### src/rtl/alarm_ring_seq.sv
// Alarm ring sequencer: pulses the buzzer on each alarm event, with bounded snooze and ring timeout.
// Optional: define ALRING_AUTOSNOOZE_EN to turn a ring timeout into an automatic snooze while snoozes remain.
module alarm_ring_seq #(
   parameter int unsigned BEEP_ON_TICKS  = 5,
   parameter int unsigned BEEP_OFF_TICKS = 5,
   parameter int unsigned RING_TIMEOUT   = 600,
   parameter int unsigned SNOOZE_TICKS   = 3000,
   parameter int unsigned MAX_SNOOZE     = 3
) (
   input  logic       clk,
   input  logic       rst_n,
   input  logic       Alarm,
   input  logic       AL_ON,
   input  logic       STOP_al,
   input  logic       SNOOZE,
   output logic       BUZZ,
   output logic       RINGING,
   output logic       SNOOZING,
   output logic [2:0] SNZ_CNT
);

   localparam int unsigned PERIOD = BEEP_ON_TICKS + BEEP_OFF_TICKS;
   localparam int unsigned PW     = (PERIOD > 1) ? $clog2(PERIOD) : 1;
   localparam int unsigned RW     = (RING_TIMEOUT > 1) ? $clog2(RING_TIMEOUT) : 1;
   localparam int unsigned SW     = (SNOOZE_TICKS > 1) ? $clog2(SNOOZE_TICKS) : 1;
   localparam logic [2:0]  MAX_SNZ = 3'(MAX_SNOOZE);

   typedef enum logic [1:0] {
      S_IDLE = 2'd0,
      S_RING = 2'd1,
      S_SNZ  = 2'd2,
      S_DONE = 2'd3
   } state_t;

   state_t        state, state_d;
   logic [RW-1:0] ring_tmr, ring_tmr_d;
   logic [PW-1:0] phase, phase_d;
   logic [SW-1:0] snz_tmr, snz_tmr_d;
   logic [2:0]    snz_cnt_d;
   logic          buzz_d;
   logic          al_q, snz_q;
   logic          al_rise, snz_rise;
   logic          ring_end, snz_end, snz_avail;

   // State, counters, edge-detect history and registered outputs
   always_ff @(posedge clk or negedge rst_n) begin
      if (!rst_n) begin
         state    <= S_IDLE;
         ring_tmr <= '0;
         phase    <= '0;
         snz_tmr  <= '0;
         SNZ_CNT  <= '0;
         BUZZ     <= 1'b0;
         RINGING  <= 1'b0;
         SNOOZING <= 1'b0;
         al_q     <= 1'b0;
         snz_q    <= 1'b0;
      end else begin
         state    <= state_d;
         ring_tmr <= ring_tmr_d;
         phase    <= phase_d;
         snz_tmr  <= snz_tmr_d;
         SNZ_CNT  <= snz_cnt_d;
         BUZZ     <= buzz_d;
         RINGING  <= (state_d == S_RING);
         SNOOZING <= (state_d == S_SNZ);
         al_q     <= Alarm;
         snz_q    <= SNOOZE;
      end
   end

   // Next-state, counter and output decode
   always_comb begin
      state_d    = state;
      ring_tmr_d = ring_tmr;
      phase_d    = phase;
      snz_tmr_d  = snz_tmr;
      snz_cnt_d  = SNZ_CNT;
      buzz_d     = 1'b0;
      al_rise    = Alarm & ~al_q;
      snz_rise   = SNOOZE & ~snz_q;
      ring_end   = (ring_tmr == RW'(RING_TIMEOUT - 1));
      snz_end    = (snz_tmr == SW'(SNOOZE_TICKS - 1));
      snz_avail  = (SNZ_CNT < MAX_SNZ);

      case (state)
         S_IDLE: begin
            if (al_rise && AL_ON) begin
               state_d    = S_RING;
               ring_tmr_d = '0;
               phase_d    = '0;
            end
         end
         S_RING: begin
            ring_tmr_d = ring_tmr + 1'b1;
            phase_d    = (phase == PW'(PERIOD - 1)) ? '0 : phase + 1'b1;
            if (!AL_ON) begin
               state_d = S_IDLE;
            end else if (STOP_al) begin
               state_d = S_DONE;
            end else if (ring_end) begin
`ifdef ALRING_AUTOSNOOZE_EN
               if (snz_avail) begin
                  state_d   = S_SNZ;
                  snz_tmr_d = '0;
                  snz_cnt_d = SNZ_CNT + 1'b1;
               end else begin
                  state_d = S_DONE;
               end
`else
               state_d = S_DONE;
`endif
            end else if (snz_rise && snz_avail) begin
               state_d   = S_SNZ;
               snz_tmr_d = '0;
               snz_cnt_d = SNZ_CNT + 1'b1;
            end
         end
         S_SNZ: begin
            snz_tmr_d = snz_tmr + 1'b1;
            if (!AL_ON) begin
               state_d = S_IDLE;
            end else if (STOP_al) begin
               state_d = S_DONE;
            end else if (snz_end) begin
               state_d    = S_RING;
               ring_tmr_d = '0;
               phase_d    = '0;
            end
         end
         S_DONE: begin
            if (!AL_ON) begin
               state_d = S_IDLE;
            end else if (STOP_al) begin
               state_d = S_DONE;
            end else if (!Alarm) begin
               state_d = S_IDLE;
            end
         end
         default: state_d = S_IDLE;
      endcase

      // Snooze budget is per alarm event
      if (state_d == S_IDLE) snz_cnt_d = '0;
      buzz_d = (state_d == S_RING) && (phase_d < PW'(BEEP_ON_TICKS));
   end

endmodule
### config.mk
export PLATFORM = sky130hd
export DESIGN_NAME = alarm_ring_seq
export DESIGN_NICKNAME = d
export VERILOG_FILES = /design/src/rtl/alarm_ring_seq.sv
export SDC_FILE = /design/constraint.sdc
export NUM_CORES = 1
export LEC_CHECK = 0
export ABC_CLOCK_PERIOD_IN_PS = 3700
export BUFFER_PORTS_ARGS = -buffer_cell sky130_fd_sc_hd__buf_2
export CORE_AREA = 2 2 75 59
export CTS_CLUSTER_SIZE = 28
export DETAILED_ROUTE_END_ITERATION = 8
export DIE_AREA = 0 0 77 61
export PLACE_DENSITY = 0.67
export SETUP_SLACK_MARGIN = 0.3
export SLEW_MARGIN = 20
export SYNTH_ARGS = -nofsm -noshare
export SYNTH_HDL_FRONTEND = slang
export SYNTH_SLANG_ARGS = --single-unit
### constraint.sdc
create_clock -name clk -period 3.7 [get_ports clk]
set_input_delay 0.185 -clock clk [delete_from_list [all_inputs] [get_ports clk]]
set_output_delay 0.185 -clock clk [all_outputs]
set_load 0.005 [all_outputs]
# Yosys cells after proc, flatten, opt, wreduce, memory -nomap -nowiden
# Index checks and enable logic that the tools add are counted.
[totals]
register_bits = 36
inputBits = 6
out_inout_bits = 6
elab_cells = 85
[classes]
n_addsub = 4
order_cmp = 2
eq_ne = 18
mux = 34
bitwise = 4
reduce_logical = 13
[op_table]
columns = ["operator", "n"]
rows = [
  ["$mux 12", 4],
  ["$mux 10", 4],
  ["$pmux 10 s3", 1],
  ["$pmux 12 s2", 1],
  ["$mux 2", 11],
  ["$mux 4", 5],
  ["$mux 3", 6],
  ["$ne 2x2->1 const B", 8],
  ["$reduce_and 5->1", 3],
  ["$add 12x1->12 const B", 1],
  ["$eq 12x12->1 const B", 1],
  ["$pmux 4 s3", 1],
  ["$add 10x1->10 const B", 1],
  ["$eq 10x10->1 const B", 1],
  ["$pmux 2 s4", 1],
  ["$reduce_bool 2->1", 4],
  ["$eq 2x2->1 const B", 3],
  ["$add 4x1->4 const B", 1],
  ["$eq 2x1->1 const B", 2],
  ["$eq 4x4->1 const B", 1],
  ["$logic_not 2->1", 2],
  ["$lt 4x3->1 const B", 1],
  ["$ne 2x1->1 const B", 2],
  ["$add 3x1->3 const B", 1],
  ["other kinds (5)", 9],
]

# Depth between registers and ports, before layout
[depth]
depth_word = 11
depth_mapped = 8
mapped_depth_nobuf = 7

# Worst setup path before layout
# OpenSTA, ideal clock, no wires.
[synth_timing]
path_type = "reg-to-reg"
startpoint = "register snz_tmr[3]"
endpoint = "register BUZZ"
setup_ps = 94
arrival_time_ps = 1806
required_ps = 3606
slack_ps = 1800
stages_incl_launch_ff = 7
n_path_buf = 1
period_less_slack_ps = 1900
path_cell_list = "dfrtp_1 -> nor4b_4 -> nand4_2 -> o2111a_1 -> or3_1 -> buf_6 -> nor4b_4"
[synth_via]
elab_chain_len = 7
word_cells_on_any_way = 12
cone_classes = "order compare: 1; eq/ne: 2; mux: 8; reduce/logical: 1"
[synth_lines]
columns = ["element", "line", "rtl"]
rows = [
  ["start, declared", "38", "logic [SW-1:0] snz_tmr, snz_tmr_d;"],
  ["start signal, assigned", "62", "snz_tmr <= snz_tmr_d;"],
  ["$eq 12x12->1 (*)", "83", "snz_end = (snz_tmr == SW'(SNOOZE_TICKS - 1));"],
  ["$mux 4 / $mux 2 (equally long branches)", "125", "end else if (snz_end) begin"],
  ["$mux 4 / $mux 2 (equally long branches)", "123", "end else if (STOP_al) begin"],
  ["$mux 4 / $mux 2 (equally long branches)", "121", "if (!AL_ON) begin"],
  ["$pmux 4 s3 / $pmux 2 s4 (equally long branches)", "86", "case (state)"],
  ["$lt 4x3->1 / $eq 2x1->1 (equally long branches)", "145", "buzz_d = (state_d == S_RING) && (phase_d < PW'(BEEP_ON_TICKS));"],
  ["$logic_and 1x1->1 (*)", "145", ""],
  ["via buzz_d", "40", "logic buzz_d;"],
  ["end signal, assigned", "64", "BUZZ <= buzz_d;"],
  ["end, declared", "16", "output logic BUZZ,"],
]
# The timed path passes the listed nets; every way through them passes the cells marked *.
# A chain may end at the register's enable or synchronous reset.

# Worst setup path after layout
[layout_timing]
startpoint = "register state[1]"
endpoint = "register snz_tmr[9]"
[layout_via]
elab_chain_len = 3
word_cells_on_any_way = 9
cone_classes = "eq/ne: 6; mux: 1; reduce/logical: 2"
[layout_lines]
columns = ["element", "line", "rtl"]
rows = [
  ["start, declared", "35", "state_t state, state_d;"],
  ["start signal, assigned", "59", "state <= state_d;"],
  ["$eq 2x1->1 / $eq 2x2->1 (equally long branches)", "86", ""],
  ["$ne 2x2->1 (no source line) / $reduce_bool 2->1 (equally long branches)", "-", ""],
  ["$reduce_and 5->1 (no source line)", "-", ""],
]
# Parallel ways exist; a longest one is shown, timed or not.

==> flow_metrics.tcl <==
set metrics [dict create \
    die_area_um2 4697 \
    dp_cells 263 \
    rows 20 \
    skew_ns 0.008458 \
    syn_inst 204 \
    instances_no_fill 271 \
    viasPerCell 5.812 \
    ctsHoldBuffers 0 \
    relSlewSlack 0.4782 \
    ys_types 41 \
    drv_cap 0 \
    syn-cell-area_um2 1943 \
    grt_first_pass_wirelength_mm 6.948 \
    p_leak_nw 0.9358 \
    yosysSeqAreaShare 0.4636 \
    vias 1575 \
    worst_ir_drop_vdd_v 0.0002348 \
    antenna_found_initial 0 \
    grt_overflow 0 \
    cts_made_buffers 5 \
    io_buffer_count 11 \
    syn_to_final_growth_pct 10.30 \
    synth_seq_cells 36 \
    fmax_mhz 409.6 \
    min_period_over_period 0.6598 \
    crit_chain "nand2b_1 > nor3_1 > a31oi_2 > or4_1 > a21oi_1" \
    async_flop_share 1.000 \
    startpoint "state[1]$_DFF_PN0_" \
    setup_slack_ns 1.259 \
    gp_congestion 0.9895 \
    drc 0 \
    first_pass_iters 4 \
    drive_gt1_frac 0.1111 \
    powerDensity_nw_per_um2 507.2 \
    die_y_um 61 \
    yosys_warnings 0 \
    period_needed_ns 2.441 \
    critPathBufInv 0 \
    startpoint_type "register" \
    diodes 0 \
    die_x_um 77 \
    synth_ff_type "dfrtp_1" \
    switchingPower_uw 336.9 \
    post_drt_wl_per_cell_um 14.86 \
    finalSetupTns_ns 0 \
    pin_count 12 \
    postRouteAntennaNets 0 \
    cts_num_sinks 36 \
    grt_max_degree 37 \
    postCtsSetupBuffers 0 \
    required_ns 3.90 \
    violations "negative hold slack" \
    dp_slack_ns 1.202 \
    worst_slew_pin_slew_ns 0.7827 \
    tritoncts "built" \
    fp.coreArea_um2 3954 \
    arrival_ns 2.64 \
    cp-end-kind "register" \
    worstReg2RegStart "state[1]$_DFF_PN0_" \
    clkTransAtPathRegs_ns 0.07 \
    clkPwrFrac 0.308 \
    rsz0062_at_grt "no" \
    synth-edff-count 0 \
    clock_latency_ns 0.28 \
    syn_avg_cell_area_um2 9.525 \
    drtIter0Drc 75 \
    clock_tree.root_cell "clkbuf_8" \
    slowest_delay_ns 0.58 \
    initial_core_util 0.4915 \
    critPathTopFamily "simple AND/OR/NAND/NOR gates" \
    grt_pass1_vias 1532 \
    postLayoutCoreUtil 0.5421 \
    dp_hpwl_mm 2.859 \
    ctsResizeCount 0 \
    syn_nets 215 \
    power.share.combinational 0.205 \
    fin_nets 226 \
    status "complete, but fails checks" \
    critPathKind "register to register" \
    track_usage 0.1939 \
    htreeDepth 2 \
    switching_share 0.3099 \
    power_frac_seq 0.487 \
    cts_max_path_buffers 2 \
    cp_slowest_cell "or4_1" \
    slew_violations 0 \
    finalHoldViolations 33 \
    hp-class "primary input to async pin" \
    path_max_fanout 16 \
    timing.hold.ws_ns -0.02373 \
    intPower_uw 750.2 \
    r2r_slack_ns 1.26 \
    routed_wl_mm 4.028 \
    finalSetupViolCount 0 \
]
registers in the layout, indices dropped and copies added (netlist names):
signal    cells
BUZZ          1
al_q          1
snz_tmr      12
state         2
SNZ_CNT       3
SNOOZING      1
RINGING       1
phase         4
ring_tmr     10
snz_q         1
power by group through the flow:
stage | logic (mW) | registers (mW) | clock network, mW
after global placement | 0.212 | 0.529 | 0
final | 0.223 | 0.529 | 0.335
after global routing | 0.255 | 0.541 | 0.368
after floorplan | 0.174 | 0.517 | 0
after CTS | 0.224 | 0.527 | 0.345
after detailed placement | 0.224 | 0.534 | 0
cell families (layout without fill, tap and decap cells):
logic type	count (synthesis)	in the layout	share of synthesized area
and+or+nand+nor	78	78	0.2325
muxes	2	2	0.01030
xor gates and xnor gates	6	6	0.02705
adders and majority gates	5	5	0.03220
DFF	36	36	0.4636
AOI/OAI and AO/OA	63	63	0.2016
buffers and inverters	14	26	0.03284
synthesized netlist by cell type (2+ instances only):
master / n / area, µm²
a21oi_1: 14 / 70.07
a31oi_1: 4 / 25.02
and2_1: 4 / 25.02
and3_1: 5 / 31.28
buf_2: 3 / 15.01
clkbuf_1: 3 / 11.26
dfrtp_1: 36 / 900.9
ha_1: 5 / 62.56
inv_1: 7 / 26.28
mux2i_1: 2 / 20.02
nand2_1: 23 / 86.33
nand2b_1: 3 / 18.77
nand3_1: 7 / 35.03
nand4_1: 4 / 25.02
nor2_1: 10 / 37.54
nor2b_1: 3 / 18.77
nor3b_1: 2 / 15.01
nor4_1: 3 / 18.77
nor4b_4: 2 / 47.55
o21a_1: 3 / 22.52
o21ai_0: 24 / 120.1
o2bb2ai_1: 2 / 17.52
o31a_1: 3 / 26.28
o31ai_1: 6 / 45.04
or3_1: 3 / 18.77
or4_1: 4 / 30.03
xnor2_1: 3 / 26.28
xor2_1: 3 / 26.28
placed cells by master (no fill, tap or decap), types with 2 or more instances in the layout:
cell type	instances
nand3_1	7
nand2_1	23
xnor2_1	3
nor2_1	10
o21a_1	3
or3_1	3
a31oi_1	3
dfrtp_1	36
nand2b_1	3
nor2b_1	3
and2_1	4
nor4_1	3
inv_1	7
nor3b_1	2
nor4b_4	2
o31ai_1	6
buf_2	11
o21ai_0	24
xor2_1	3
ha_1	5
and3_1	5
nand4_1	4
mux2i_1	2
o31a_1	3
a21oi_1	14
clkbuf_8	5
o2bb2ai_1	2
or4_1	4
metal layers:
layer / global-route usage / vias to the layer above / wire, µm
li1: - / 780 / -
met1: 0.2434 / 758 / 1945
met2: 0.3221 / 35 / 1875
met3: 0.05060 / 2 / 183
met4: 0.09439 / 0 / 25
met5: 0 / - / 0
area by class of cell:
type | count | area, µm²
clock buffers | 6 | 72.57
clock inverters | 2 | 35.03
fillers | 373 | 1810
inverters | 7 | 26.28
multi-input cells | 154 | 984.7
flip-flops and latches | 36 | 900.9
well taps | 55 | 68.82
repair buffers | 11 | 55.05
per-stage QoR:
stage | power (mW) | cell area [µm²]
2_1_floorplan | 0.6912 | 1943
3_3_place_gp | 0.7412 | 2029
3_5_place_dp | 0.7577 | 2029
4_1_cts | 1.097 | 2137
5_1_grt | 1.164 | 2143
6_report | 1.087 | 2143
path summary, 6_finish.rpt:
kind,end,depth (start not counted)
setup / recovery,snz_tmr[9]$_DFFE_PN0P_,5
hold / removal,phase[0]$_DFF_PN0_,1
setup reg to reg,snz_tmr[9]$_DFFE_PN0P_,5
hold reg to reg,ring_tmr[0]$_DFFE_PN0P_,1
max in group asynchronous,snz_q$_DFF_PN0_,1
min in group clk,snz_q$_DFF_PN0_,1
Note: power is estimated with default switching activity, not from simulation.
